<file path="src/rtl/uart_rx_cfg.sv">
`timescale 1ns/1ps
// Configurable oversampling UART receiver: majority-voted sampling, optional parity,
// one or two stop bits, per-frame latched configuration.
module uart_rx_cfg #(
  parameter int unsigned DATA_WIDTH  = 8,
  parameter int unsigned PRESC_WIDTH = 6
) (
  input  logic                   CLK,
  input  logic                   RST,
  input  logic                   RX_IN,
  input  logic [PRESC_WIDTH-1:0] PRESCALE,
  input  logic                   PAR_EN,
  input  logic                   PAR_TYP,
  input  logic                   STOP2,
  output logic [DATA_WIDTH-1:0]  P_DATA,
  output logic                   DATA_VALID,
  output logic                   PAR_ERR,
  output logic                   STP_ERR,
  output logic                   BUSY
);

  localparam int unsigned CNT_W = 5;
  localparam int unsigned BIT_W = 4;

  typedef enum logic [2:0] {
    S_IDLE   = 3'd0,
    S_START  = 3'd1,
    S_DATA   = 3'd2,
    S_PARITY = 3'd3,
    S_STOP   = 3'd4
  } state_t;

  state_t                state_q, state_d;
  logic [CNT_W-1:0]      cnt_q, cnt_d;
  logic [BIT_W-1:0]      bit_q, bit_d;
  logic [CNT_W-1:0]      half_q, half_d;
  logic [CNT_W-1:0]      last_q, last_d;
  logic                  par_en_q, par_en_d;
  logic                  par_typ_q, par_typ_d;
  logic                  stop2_q, stop2_d;
  logic                  arm_q, arm_d;
  logic                  s0_q, s0_d;
  logic                  s1_q, s1_d;
  logic [DATA_WIDTH-1:0] shift_q, shift_d;
  logic                  par_bad_q, par_bad_d;
  logic                  stp_bad_q, stp_bad_d;
  logic [DATA_WIDTH-1:0] p_data_q, p_data_d;
  logic                  data_valid_q, data_valid_d;
  logic                  par_err_q, par_err_d;
  logic                  stp_err_q, stp_err_d;
  logic                  busy_q, busy_d;

  logic [CNT_W-1:0]      half_c, last_c;
  logic                  wrap_c, samp0_c, samp1_c, samp2_c, maj_c, last_stop_c;

  // Decode the oversampling ratio; anything other than 8 or 16 runs at 32.
  always_comb begin
    half_c = CNT_W'(16);
    last_c = CNT_W'(31);
    if (PRESCALE == PRESC_WIDTH'(8)) begin
      half_c = CNT_W'(4);
      last_c = CNT_W'(7);
    end else if (PRESCALE == PRESC_WIDTH'(16)) begin
      half_c = CNT_W'(8);
      last_c = CNT_W'(15);
    end
  end

  // Sample points around mid-bit and the 2-of-3 vote using the live third sample.
  always_comb begin
    wrap_c      = (cnt_q == last_q);
    samp0_c     = (cnt_q == half_q - CNT_W'(1));
    samp1_c     = (cnt_q == half_q);
    samp2_c     = (cnt_q == half_q + CNT_W'(1));
    maj_c       = (s0_q & s1_q) | (s0_q & RX_IN) | (s1_q & RX_IN);
    last_stop_c = (bit_q[0] == stop2_q);
  end

  // Next-state, counters, datapath and registered output values.
  always_comb begin
    state_d      = state_q;
    cnt_d        = cnt_q;
    bit_d        = bit_q;
    half_d       = half_q;
    last_d       = last_q;
    par_en_d     = par_en_q;
    par_typ_d    = par_typ_q;
    stop2_d      = stop2_q;
    arm_d        = RX_IN;
    s0_d         = s0_q;
    s1_d         = s1_q;
    shift_d      = shift_q;
    par_bad_d    = par_bad_q;
    stp_bad_d    = stp_bad_q;
    p_data_d     = p_data_q;
    data_valid_d = 1'b0;
    par_err_d    = 1'b0;
    stp_err_d    = 1'b0;

    if (state_q != S_IDLE) begin
      cnt_d = wrap_c ? '0 : cnt_q + CNT_W'(1);
      if (samp0_c) s0_d = RX_IN;
      if (samp1_c) s1_d = RX_IN;
    end

    case (state_q)
      S_IDLE: begin
        // The falling edge itself is edge count 0 of the start bit.
        if (arm_q && !RX_IN) begin
          state_d   = S_START;
          cnt_d     = CNT_W'(1);
          bit_d     = '0;
          half_d    = half_c;
          last_d    = last_c;
          par_en_d  = PAR_EN;
          par_typ_d = PAR_TYP;
          stop2_d   = STOP2;
          par_bad_d = 1'b0;
          stp_bad_d = 1'b0;
        end
      end
      S_START: begin
        // Two high samples already decide the vote, so reject a glitch one cycle early.
        if (samp1_c && s0_q && RX_IN) begin
          state_d = S_IDLE;
        end else if (samp2_c && maj_c) begin
          state_d = S_IDLE;
        end else if (wrap_c) begin
          state_d = S_DATA;
          bit_d   = '0;
        end
      end
      S_DATA: begin
        if (samp2_c) shift_d = {maj_c, shift_q[DATA_WIDTH-1:1]};
        if (wrap_c) begin
          if (bit_q == BIT_W'(DATA_WIDTH - 1)) begin
            bit_d   = '0;
            state_d = par_en_q ? S_PARITY : S_STOP;
          end else begin
            bit_d = bit_q + BIT_W'(1);
          end
        end
      end
      S_PARITY: begin
        if (samp2_c) par_bad_d = (maj_c != ((^shift_q) ^ par_typ_q));
        if (wrap_c) begin
          state_d = S_STOP;
          bit_d   = '0;
        end
      end
      S_STOP: begin
        if (samp2_c) begin
          if (!maj_c) stp_bad_d = 1'b1;
          if (last_stop_c) begin
            state_d   = S_IDLE;
            par_err_d = par_bad_q;
            stp_err_d = stp_bad_q | ~maj_c;
            if (!par_bad_q && !stp_bad_q && maj_c) begin
              data_valid_d = 1'b1;
              p_data_d     = shift_q;
            end
          end
        end else if (wrap_c) begin
          bit_d = bit_q + BIT_W'(1);
        end
      end
      default: state_d = S_IDLE;
    endcase

    if (state_d == S_IDLE) cnt_d = '0;
    busy_d = (state_d != S_IDLE);
  end

  // State and datapath registers with asynchronous clear.
  always_ff @(posedge CLK or negedge RST) begin
    if (!RST) begin
      state_q      <= S_IDLE;
      cnt_q        <= '0;
      bit_q        <= '0;
      half_q       <= '0;
      last_q       <= '0;
      par_en_q     <= 1'b0;
      par_typ_q    <= 1'b0;
      stop2_q      <= 1'b0;
      arm_q        <= 1'b0;
      s0_q         <= 1'b0;
      s1_q         <= 1'b0;
      shift_q      <= '0;
      par_bad_q    <= 1'b0;
      stp_bad_q    <= 1'b0;
      p_data_q     <= '0;
      data_valid_q <= 1'b0;
      par_err_q    <= 1'b0;
      stp_err_q    <= 1'b0;
      busy_q       <= 1'b0;
    end else begin
      state_q      <= state_d;
      cnt_q        <= cnt_d;
      bit_q        <= bit_d;
      half_q       <= half_d;
      last_q       <= last_d;
      par_en_q     <= par_en_d;
      par_typ_q    <= par_typ_d;
      stop2_q      <= stop2_d;
      arm_q        <= arm_d;
      s0_q         <= s0_d;
      s1_q         <= s1_d;
      shift_q      <= shift_d;
      par_bad_q    <= par_bad_d;
      stp_bad_q    <= stp_bad_d;
      p_data_q     <= p_data_d;
      data_valid_q <= data_valid_d;
      par_err_q    <= par_err_d;
      stp_err_q    <= stp_err_d;
      busy_q       <= busy_d;
    end
  end

  assign P_DATA     = p_data_q;
  assign DATA_VALID = data_valid_q;
  assign PAR_ERR    = par_err_q;
  assign STP_ERR    = stp_err_q;
  assign BUSY       = busy_q;

endmodule

</file>
<file path="config.mk">
export PLATFORM = sky130hd
export DESIGN_NAME = uart_rx_cfg
export DESIGN_NICKNAME = d
export VERILOG_FILES = /design/src/rtl/uart_rx_cfg.sv
export SDC_FILE = /design/constraint.sdc
export NUM_CORES = 1
export LEC_CHECK = 0
export ABC_AREA = 1
export CORE_ASPECT_RATIO = 0.7
export CORE_MARGIN = 2
export CORE_UTILIZATION = 51
export CTS_CLUSTER_DIAMETER = 30
export CTS_CLUSTER_SIZE = 16
export DETAILED_ROUTE_END_ITERATION = 7
export GPL_TIMING_DRIVEN = 0
export PLACE_DENSITY = 0.78
export SLEW_MARGIN = 20
export SYNTH_ARGS = -nofsm -noshare
export SYNTH_HDL_FRONTEND = slang
export SYNTH_SLANG_ARGS = --single-unit
</file>
<file path="constraint.sdc">
create_clock -name CLK -period 1.46 [get_ports CLK]
set_input_delay 0.219 -clock CLK [delete_from_list [all_inputs] [get_ports CLK]]
set_output_delay 0.219 -clock CLK [all_outputs]
set_load 0.01 [all_outputs]
</file>
==> flow_summary.toml, run 1 <==
[worst_setup_path]
path_max_fanout = 6
cp-start-kind = "flop"
cp_slowest_cell = "dfrtp_1"
path_class = "reg -> reg"
worstSetupEndpointType = "flop"
cpPeakStageDelay_ns = 0.44
ff2ff_setup_slack_ns = -0.29
worstPathCellList = "inv_2, nand2_2, nand2_2, nor2_4, buf_6, nand3_4, nand3_2, nand3_2, nor2_4, inv_1"
required_ns = 1.65
critPathArrivalTime_ns = 1.93

[clock_network]
htreeDepth = 2
worstSkewPairLatency_ns = 0.30
numCtsBuffers = 5
root_buffer = "clkbuf_8"
clock_sinks = 45
clk_pin_slew_worst_paths_ns = 0.08
ctsLongestPathBuffers = 2
cts_tree = "built"

[cells_and_area]
utilization_pct = 77.4
areaGrowthSynthToFinish_pct = 47.8
register_area_sq_mm = 0.00113
multi_input_area_sq_mm = 0.00145
final_area_sq_mm = 0.00366
diodes = 0
layout.nets = 391
fillers = 286
drive_above_1_share_pct = 41.9

[drt]
routed-via-count = 2432
viasPerCell = 5.63
firstDrtPassIters = 5
routed_wl_microns = 7410
wire_per_inst_microns = 17.1
drcViolationCount = 0
drt_iter0_drc = 265
ant_nets = 0

[synth]
postSynthCellCount = 300
ys_seq_elements = 45
postSynthAreaPerCell_sq_um = 8.25
synth.area.top_cells = "dfrtp_1, nand2_1, inv_1"
yosys_warnings = 0
yosysTopAreaCellShare_pct = 45.5
syn_area_sq_mm = 0.00247
synthesis.nets = 317
synth_top_cell_by_area = "dfrtp_1"
yosysSeqAreaShare_pct = 45.5
synth_cell_types = 29

[pwr]
p_per_area_mw_per_mm2 = 1650
ir_drop_mv = 0.938
total_power_mw = 6.03
power_leakage_nw = 1.84

[sta]
tns_ns = -5.68
rsz0062_at_grt = "yes"
fin_crit_ns = 1.75
max_slew_margin_pct = 70.5
period_share_pct = 120
hold_viol_final = 0
worst_slew_pin_slew_ns = 0.443
fin_ws_ns = -0.285
fmax_mhz = 573
drv_slew = 0
setup_viol_count_final = 33
clock_skew_ns = 0.00943

[global_routing]
grt_pass1_wl_microns = 9460
grt.total_usage_pct = 22.1
met2_usage_pct = 31.9
first_global_vias = 2063
grt_busiest_layer = "met1"
grt_overflow = 0
use_met1_pct = 33.0
grt_max_degree = 29
antenna_found_initial = 0
met3_usage_pct = 5.32

[die]
core_area_sq_mm = 0.00473
rows = 21
dieHeight_microns = 62.3
ios = 24
start_util_pct = 52.3
fp.dieW_microns = 87.3
die_area_sq_mm = 0.00543

[place]
placedInstanceArea_sq_mm = 0.00279
place.gp.congestion = 0.843
hpwlAfterDp_microns = 3650
placement.io_buffers = 23

[status]
status = "finished, violations left"
violations = "negative setup slack"

[flow_run]
drv_cap = 0

[hold_path]
hp-class = "in -> reg"
## Yosys cell counts, drive strengths merged
cell type and instances:
a21oi 8, or2 2, a21boi 2, o21a 1, xor2 5, nand2 87, a31oi 2, nand2b 1
nor3 5, nand4 7, o21ai 27, o211ai 1, inv 46, buf 2, nor2 30, xnor2 4
ha 5, nand3 20, dfrtp 45
## kinds of logic after synthesis
group | Yosys count | share of synthesized area [%]
xor+xnor | 9 | 3.18
simple gates | 152 | 30.6
flops | 45 | 45.5
buf+inv | 48 | 7.89
fa+ha+maj | 5 | 2.53
compound gates | 41 | 10.3
## sequential cells by signal, summed over array words and instances (netlist names)
register and count:
par_en_q 1, cnt_q 5, stp_bad_q 1, bit_q 4, stop2_q 1, state_q 3, last_q 3, BUSY 1
s1_q 1, par_typ_q 1, STP_ERR 1, arm_q 1, shift_q 8, PAR_ERR 1, P_DATA 8, par_bad_q 1
DATA_VALID 1, half_q 2, s0_q 1
## path summary, 6_finish.rpt
path,start,end,cells after the start
max in group asynchronous,RST,bit_q[0]$_DFFE_PN0P_,3
min reg2reg,P_DATA[1]$_DFFE_PN0P_,P_DATA[1]$_DFFE_PN0P_,2
min in group asynchronous,RST,P_DATA[0]$_DFFE_PN0P_,2
min,RX_IN,arm_q$_DFF_PN0_,1
max reg2reg,cnt_q[2]$_DFF_PN0_,BUSY$_DFF_PN0_,10
max,cnt_q[2]$_DFF_PN0_,BUSY$_DFF_PN0_,10
## worst max-delay path, delay by kind of cell, from the launching register on
| family | cells | cell delay (ns) |
|---|---|---|
| buffers and inverters | 3 | 0.30 |
| flip-flops | 1 | 0.44 |
| AND/OR/NAND/NOR | 7 | 0.90 |
## power breakdown
group / leakage (nW) / internal [mW] / total [mW] / switching, mW
logic: 1.20 / 1.38 / 3.28 / 1.90
clock network: 0.0574 / 0.557 / 0.996 / 0.439
registers: 0.585 / 1.50 / 1.75 / 0.254
## per-layer routing
layer / part of all wire (%) / routed length [microns]
met1: 42 / 3080
met2: 49 / 3640
met3: 6.8 / 502
met4: 2.5 / 188
met5: 0 / 0
## what timing repair did
action | 4_1_cts | 5_1_grt
setup buffers | 22 | 18
resized for setup | 38 | 80
pin swaps | 13 | 21
setup endpoints to repair | 28 | 36
cloned | 1 | 1
endpoints found under the hold margin | 17 | 0
hold buffers | 1 | 0
## final cells by class
type                    instances  share of cell area, %
well taps                      57                   1.95
plain buffers                   2                  0.718
inverters                      46                   5.20
clock buffers                   6                   2.26
flip-flops and latches         45                   30.9
multi-input cells             207                   39.7
clock inverters                 2                   1.03
repair buffers                 67                   18.2
## layout by cell type (no fill, tap or decap), types with 3 or more instances in the layout
cell type / netlist / final
nor2_1: 21 / 14
o21ai_0: 11 / 5
o21ai_2: 7 / 15
o21ai_1: 9 / 6
a21oi_1: 5 / 4
dfrtp_1: 45 / 42
dfrtp_2: 0 / 3
clkdlybuf4s50_1: 0 / 14
buf_6: 2 / 10
nand3_1: 18 / 14
ha_4: 0 / 3
xor2_1: 5 / 5
nor2_4: 7 / 11
inv_1: 39 / 33
nand2_4: 5 / 13
dlymetal6s2s_1: 0 / 8
nand4_1: 6 / 6
nor2_2: 2 / 5
inv_2: 7 / 10
nand3_2: 2 / 5
xnor2_1: 4 / 3
clkbuf_8: 0 / 6
buf_12: 0 / 3
nand2_2: 4 / 22
nand2_1: 78 / 51
nor3_1: 5 / 4
buf_4: 0 / 30
## metrics by stage
| stage | setup WS [ns] | hold WS [ns] | instances |
|---|---|---|---|
| 6_report | -0.285 | 0.138 | 432 |
| 5_1_grt | -0.342 | 0.137 | 432 |
| 4_1_cts | -0.140 | 0.393 | 413 |
| 3_5_place_dp | -0.569 | 0.184 | 381 |
| 3_3_place_gp | -1.05 | 0.457 | 380 |
| 2_1_floorplan | 0.00688 | -0.0766 | 300 |
Power figures use the tool's default switching activity.
==> run 2: changes to the inputs <==
- GPL_TIMING_DRIVEN: 0 -> default
==> flow_summary.toml, run 2 (synthesis results as in run 1) <==
[status]
status = "finished, violations left"
violations = "negative setup slack"

[worst_setup_path]
worstSetupEndpointType = "flop"
critPathArrivalTime_ns = 1.90
required_ns = 1.67
path_class = "reg -> reg"
worst-path-buf-inv = 3
critPathMostFrequentCell = "nand2_2"
cp-start-kind = "flop"
cp_slowest_cell = "dfrtp_1"
worstPathCellList = "inv_2, nand2_2, nand2_2, nor2_4, buf_12, nand3_2, nand2_2, nand2_2, inv_2, nand3_2, nor2_4, nor2_1"
cpPeakStageDelay_ns = 0.45
path_max_fanout = 6
path_delay_family = "simple AND/OR/NAND/NOR gates"

[die]
die_area_sq_mm = 0.00543
core_area_sq_mm = 0.00473
fp.dieW_microns = 87.3
dieHeight_microns = 62.3
rows = 21
ios = 24
start_util_pct = 52.3

[clock_network]
clock_sinks = 45
clk_pin_slew_worst_paths_ns = 0.09
ctsLongestPathBuffers = 2
cts_tree = "built"
htreeDepth = 2
root_buffer = "clkbuf_8"
worstSkewPairLatency_ns = 0.32
numCtsBuffers = 5

[cells_and_area]
diodes = 0
layout.nets = 408
multi_input_area_sq_mm = 0.00154
utilization_pct = 80.3
areaGrowthSynthToFinish_pct = 53.4
register_area_sq_mm = 0.00113
drive_above_1_share_pct = 45.4
final_cell_mix = "buf_4, nand2_1, dfrtp_1, inv_1, nand2_4"
fillers = 275
final_common_cell = "buf_4"

[global_routing]
met3_usage_pct = 5.19
met2_usage_pct = 37.7
grt_max_degree = 46
first_global_vias = 2323
grt_overflow = 0
antenna_found_initial = 0
grt.total_usage_pct = 24.9
grt_pass1_wl_microns = 10600
grt_busiest_layer = "met2"
use_met1_pct = 34.6

[drt]
firstDrtPassIters = 4
wire_per_inst_microns = 16.4
ant_nets = 0
drcViolationCount = 0
viasPerCell = 5.46
routed-via-count = 2451
routed_wl_microns = 7380
drt_iter0_drc = 169

[pwr]
ir_drop_mv = 1.19
p_per_area_mw_per_mm2 = 1560
power_leakage_nw = 1.83

[flow_run]
drv_cap = 0

[sta]
fin_crit_ns = 1.69
drv_slew = 0
rsz0062_at_grt = "yes"
clock_skew_ns = 0.0179
period_share_pct = 116
worst_slew_pin_slew_ns = 0.346
fmax_mhz = 592
setup_viol_count_final = 32
hold_viol_final = 0
max_slew_margin_pct = 76.8
fin_ws_ns = -0.228
tns_ns = -4.41

[place]
dp_slack_ns = -0.417
placement.io_buffers = 23
hpwlAfterDp_microns = 3950
place.gp.congestion = 0.897

[hold_path]
hp-class = "in -> reg"
run 2: cell count changes in the layout (fill, tap and decap cells not counted), sizes merged:
cell	change
clkdlybuf4s50	+4
buf	+16
inv	-1
dlymetal6s2s	-4
bufinv	-1
clkbuf	-1
clkinv	+2
clkinvlp	+1
nand2	+1
run 2: worst paths after layout:
kind	slack [ns]	depth (start not counted)	end	start
max reg2reg	-0.23	12	cnt_q[2]$_DFF_PN0_	cnt_q[2]$_DFF_PN0_
max	-0.23	12	cnt_q[2]$_DFF_PN0_	cnt_q[2]$_DFF_PN0_
min	0.42	1	arm_q$_DFF_PN0_	RX_IN
min in group asynchronous	0.43	3	shift_q[1]$_DFFE_PN0P_	RST
min reg2reg	0.49	2	P_DATA[0]$_DFFE_PN0P_	P_DATA[0]$_DFFE_PN0P_
max in group asynchronous	0.81	3	cnt_q[0]$_DFF_PN0_	RST
run 2: cell type report:
class,count,area share [%]
clock buffers,5,1.81
well taps,57,1.88
inverters,46,5.04
flip-flops and latches,45,29.7
clock inverters,3,0.560
repair buffers,85,20.5
multi-input cells,208,40.6
run 2: routing by layer:
layer | part of all wire (%) | routed length, microns | vias up
li1 | - | - | 1141
met1 | 40 | 2980 | 1184
met2 | 50 | 3660 | 104
met3 | 6.9 | 506 | 22
met4 | 3.1 | 225 | 0
met5 | 0 | 0 | -
run 2: timing repair:
action                                 CTS  global route
buffers inserted                        11            15
endpoints found under the hold margin   45             0
hold buffers                             1             0
pin swaps                               18            26
cloned                                   1             1
resized for setup                       48            69
setup endpoints to repair               32            46
run 2: stage by stage:
| stage | cell area (sq um) | cells | power [mW] | hold WS (ns) |
|---|---|---|---|---|
| finish | 3800 | 449 | 5.92 | 0.421 |
| floorplan | 2480 | 300 | 3.13 | -0.0766 |
| detailed placement | 3020 | 412 | 3.94 | 0.215 |
| global placement | 3020 | 412 | 3.85 | 0.213 |
| global route | 3800 | 449 | 6.25 | 0.424 |
| CTS | 3380 | 433 | 5.03 | 0.418 |
run 2: power breakdown:
group | internal [mW] | switching, mW | total (mW)
Sequential | 1.49 | 0.242 | 1.74
Combinational | 1.42 | 1.94 | 3.36
Clock | 0.341 | 0.487 | 0.828
==> run 3: changes to the inputs <==
- ABC_CLOCK_PERIOD_IN_PS: default -> 1460
- CORE_MARGIN: 2 -> default
- SLEW_MARGIN: 20 -> 40
==> flow_summary.toml, run 3 (synthesis results as in run 1) <==
[sta]
clock_skew_ns = 0.0130
period_share_pct = 110
setup_viol_count_final = 29
max_slew_margin_pct = 73.8
rsz0062_at_grt = "yes"
fmax_mhz = 624
worst_slew_pin_slew_ns = 0.391
fin_crit_ns = 1.60
hold_viol_final = 0
drv_slew = 0
fin_ws_ns = -0.143

[cells_and_area]
areaGrowthSynthToFinish_pct = 45.4
fillers = 268
layout.nets = 400
multi_input_area_sq_mm = 0.00139
final_cell_mix = "nand2_1, buf_4, dfrtp_1, inv_1, nand2_2"
final_common_cell = "nand2_1"
register_area_sq_mm = 0.00113
diodes = 0
drive_above_1_share_pct = 40.9
utilization_pct = 79.9

[worst_setup_path]
cp_slowest_cell = "dfrtp_1"
startpoint = "cnt_q[3]$_DFF_PN0_"
cpPeakStageDelay_ns = 0.44
required_ns = 1.64
cp-start-kind = "flop"
worst-path-buf-inv = 4
worstSetupEndpointType = "flop"
critPathArrivalTime_ns = 1.78
path_max_fanout = 5
path_delay_family = "buffers and inverters"
ff2ff_setup_slack_ns = -0.14
path_class = "reg -> reg"
reg2reg_from = "cnt_q[3]$_DFF_PN0_"
worstPathCellList = "inv_2, nand2_2, nand2_2, nor2_4, buf_12, nand2_4, buf_6, buf_6, o211ai_1, nand2_1"

[die]
ios = 24
dieHeight_microns = 60.3
rows = 20
core_area_sq_mm = 0.00450
fp.dieW_microns = 85.3
start_util_pct = 54.9
die_area_sq_mm = 0.00514

[clock_network]
clock_sinks = 45
cts_tree = "built"
htreeDepth = 2
numCtsBuffers = 5
worstSkewPairLatency_ns = 0.30
clk_pin_slew_worst_paths_ns = 0.10
ctsLongestPathBuffers = 2
root_buffer = "clkbuf_8"

[drt]
viasPerCell = 5.26
ant_nets = 0
routed-via-count = 2309
drcViolationCount = 0
firstDrtPassIters = 4
drt_iter0_drc = 165
wire_per_inst_microns = 15.2
routed_wl_microns = 6650

[global_routing]
grt_overflow = 0
use_met1_pct = 34.9
grt_max_degree = 46
antenna_found_initial = 0
first_global_vias = 2017
met3_usage_pct = 4.56
grt.total_usage_pct = 24.0
grt_pass1_wl_microns = 9230
grt_busiest_layer = "met2"
met2_usage_pct = 37.8

[status]
violations = "negative setup slack"
status = "finished, violations left"

[place]
hpwlAfterDp_microns = 3990
place.gp.congestion = 0.878
dp_slack_ns = -0.420
placement.io_buffers = 23

[hold_path]
hp-class = "in -> async"

[flow_run]
drv_cap = 0

[pwr]
ir_drop_mv = 0.853
power_leakage_nw = 1.83
p_per_area_mw_per_mm2 = 1650
run 3: changes by cell type in the layout (fill, tap and decap cells not counted), sizes merged:
cell / before / now
bufinv: 0 / 1
clkinvlp: 2 / 0
buf: 61 / 54
clkdlybuf4s50: 18 / 15
dlymetal6s2s: 4 / 7
run 3: stage by stage:
stage / instance area [sq um] / power [mW] / std cells / setup TNS (ns) / hold WS (ns)
final: 3600 / 5.95 / 439 / -2.56 / 0.420
after global routing: 3600 / 6.29 / 439 / -5.01 / 0.440
after detailed placement: 3050 / 3.98 / 414 / -8.75 / 0.220
after global placement: 3050 / 3.89 / 414 / -7.56 / 0.214
after floorplan: 2480 / 3.13 / 300 / 0 / -0.0766
after CTS: 3280 / 5.09 / 426 / -2.64 / 0.433
run 3: worst paths after layout:
kind,to,depth (start not counted)
worst max-delay path,par_bad_q$_DFFE_PN0P_,10
worst min-delay path,DATA_VALID$_DFF_PN0_,3
worst max register to register,par_bad_q$_DFFE_PN0P_,10
worst min register to register,P_DATA[2]$_DFFE_PN0P_,2
max in group asynchronous,cnt_q[2]$_DFF_PN0_,3
min in group CLK,arm_q$_DFF_PN0_,1
run 3: area by class of cell:
type	instances	area share [%]
multi-input combinational	208	38.7
sequential	45	31.4
timing repair buffer	77	19.7
inverter	46	5.22
clock inverter	2	1.08
clock buffer	6	2.02
tap	55	1.91
run 3: metal layers:
metal	part of all wire [%]	routed length, microns	vias up
met5	0	0	-
met4	1.4	94	0
met3	5.4	362	10
met2	48	3200	67
met1	45	3000	1111
li1	-	-	1121
run 3: where the power goes:
part           total [mW]  internal (mW)  switching, mW
logic                3.26           1.44           1.82
registers            1.73           1.50          0.235
clock network       0.957          0.515          0.442
run 3: timing repair:
action                     in CTS  in global routing
cloned                          0                  1
pin swaps                       9                 16
resized for setup              22                 68
setup endpoints to repair      32                 44
hold endpoints to repair       45                  0
setup buffers                   3                 12
hold buffers                    1                  0
run 3: worst reg2reg max path: cells and delay by family, from the launching register on:
family | cells | cell delay, ns
flops | 1 | 0.44
simple gates | 5 | 0.41
compound gates | 1 | 0.17
buf+inv | 4 | 0.47
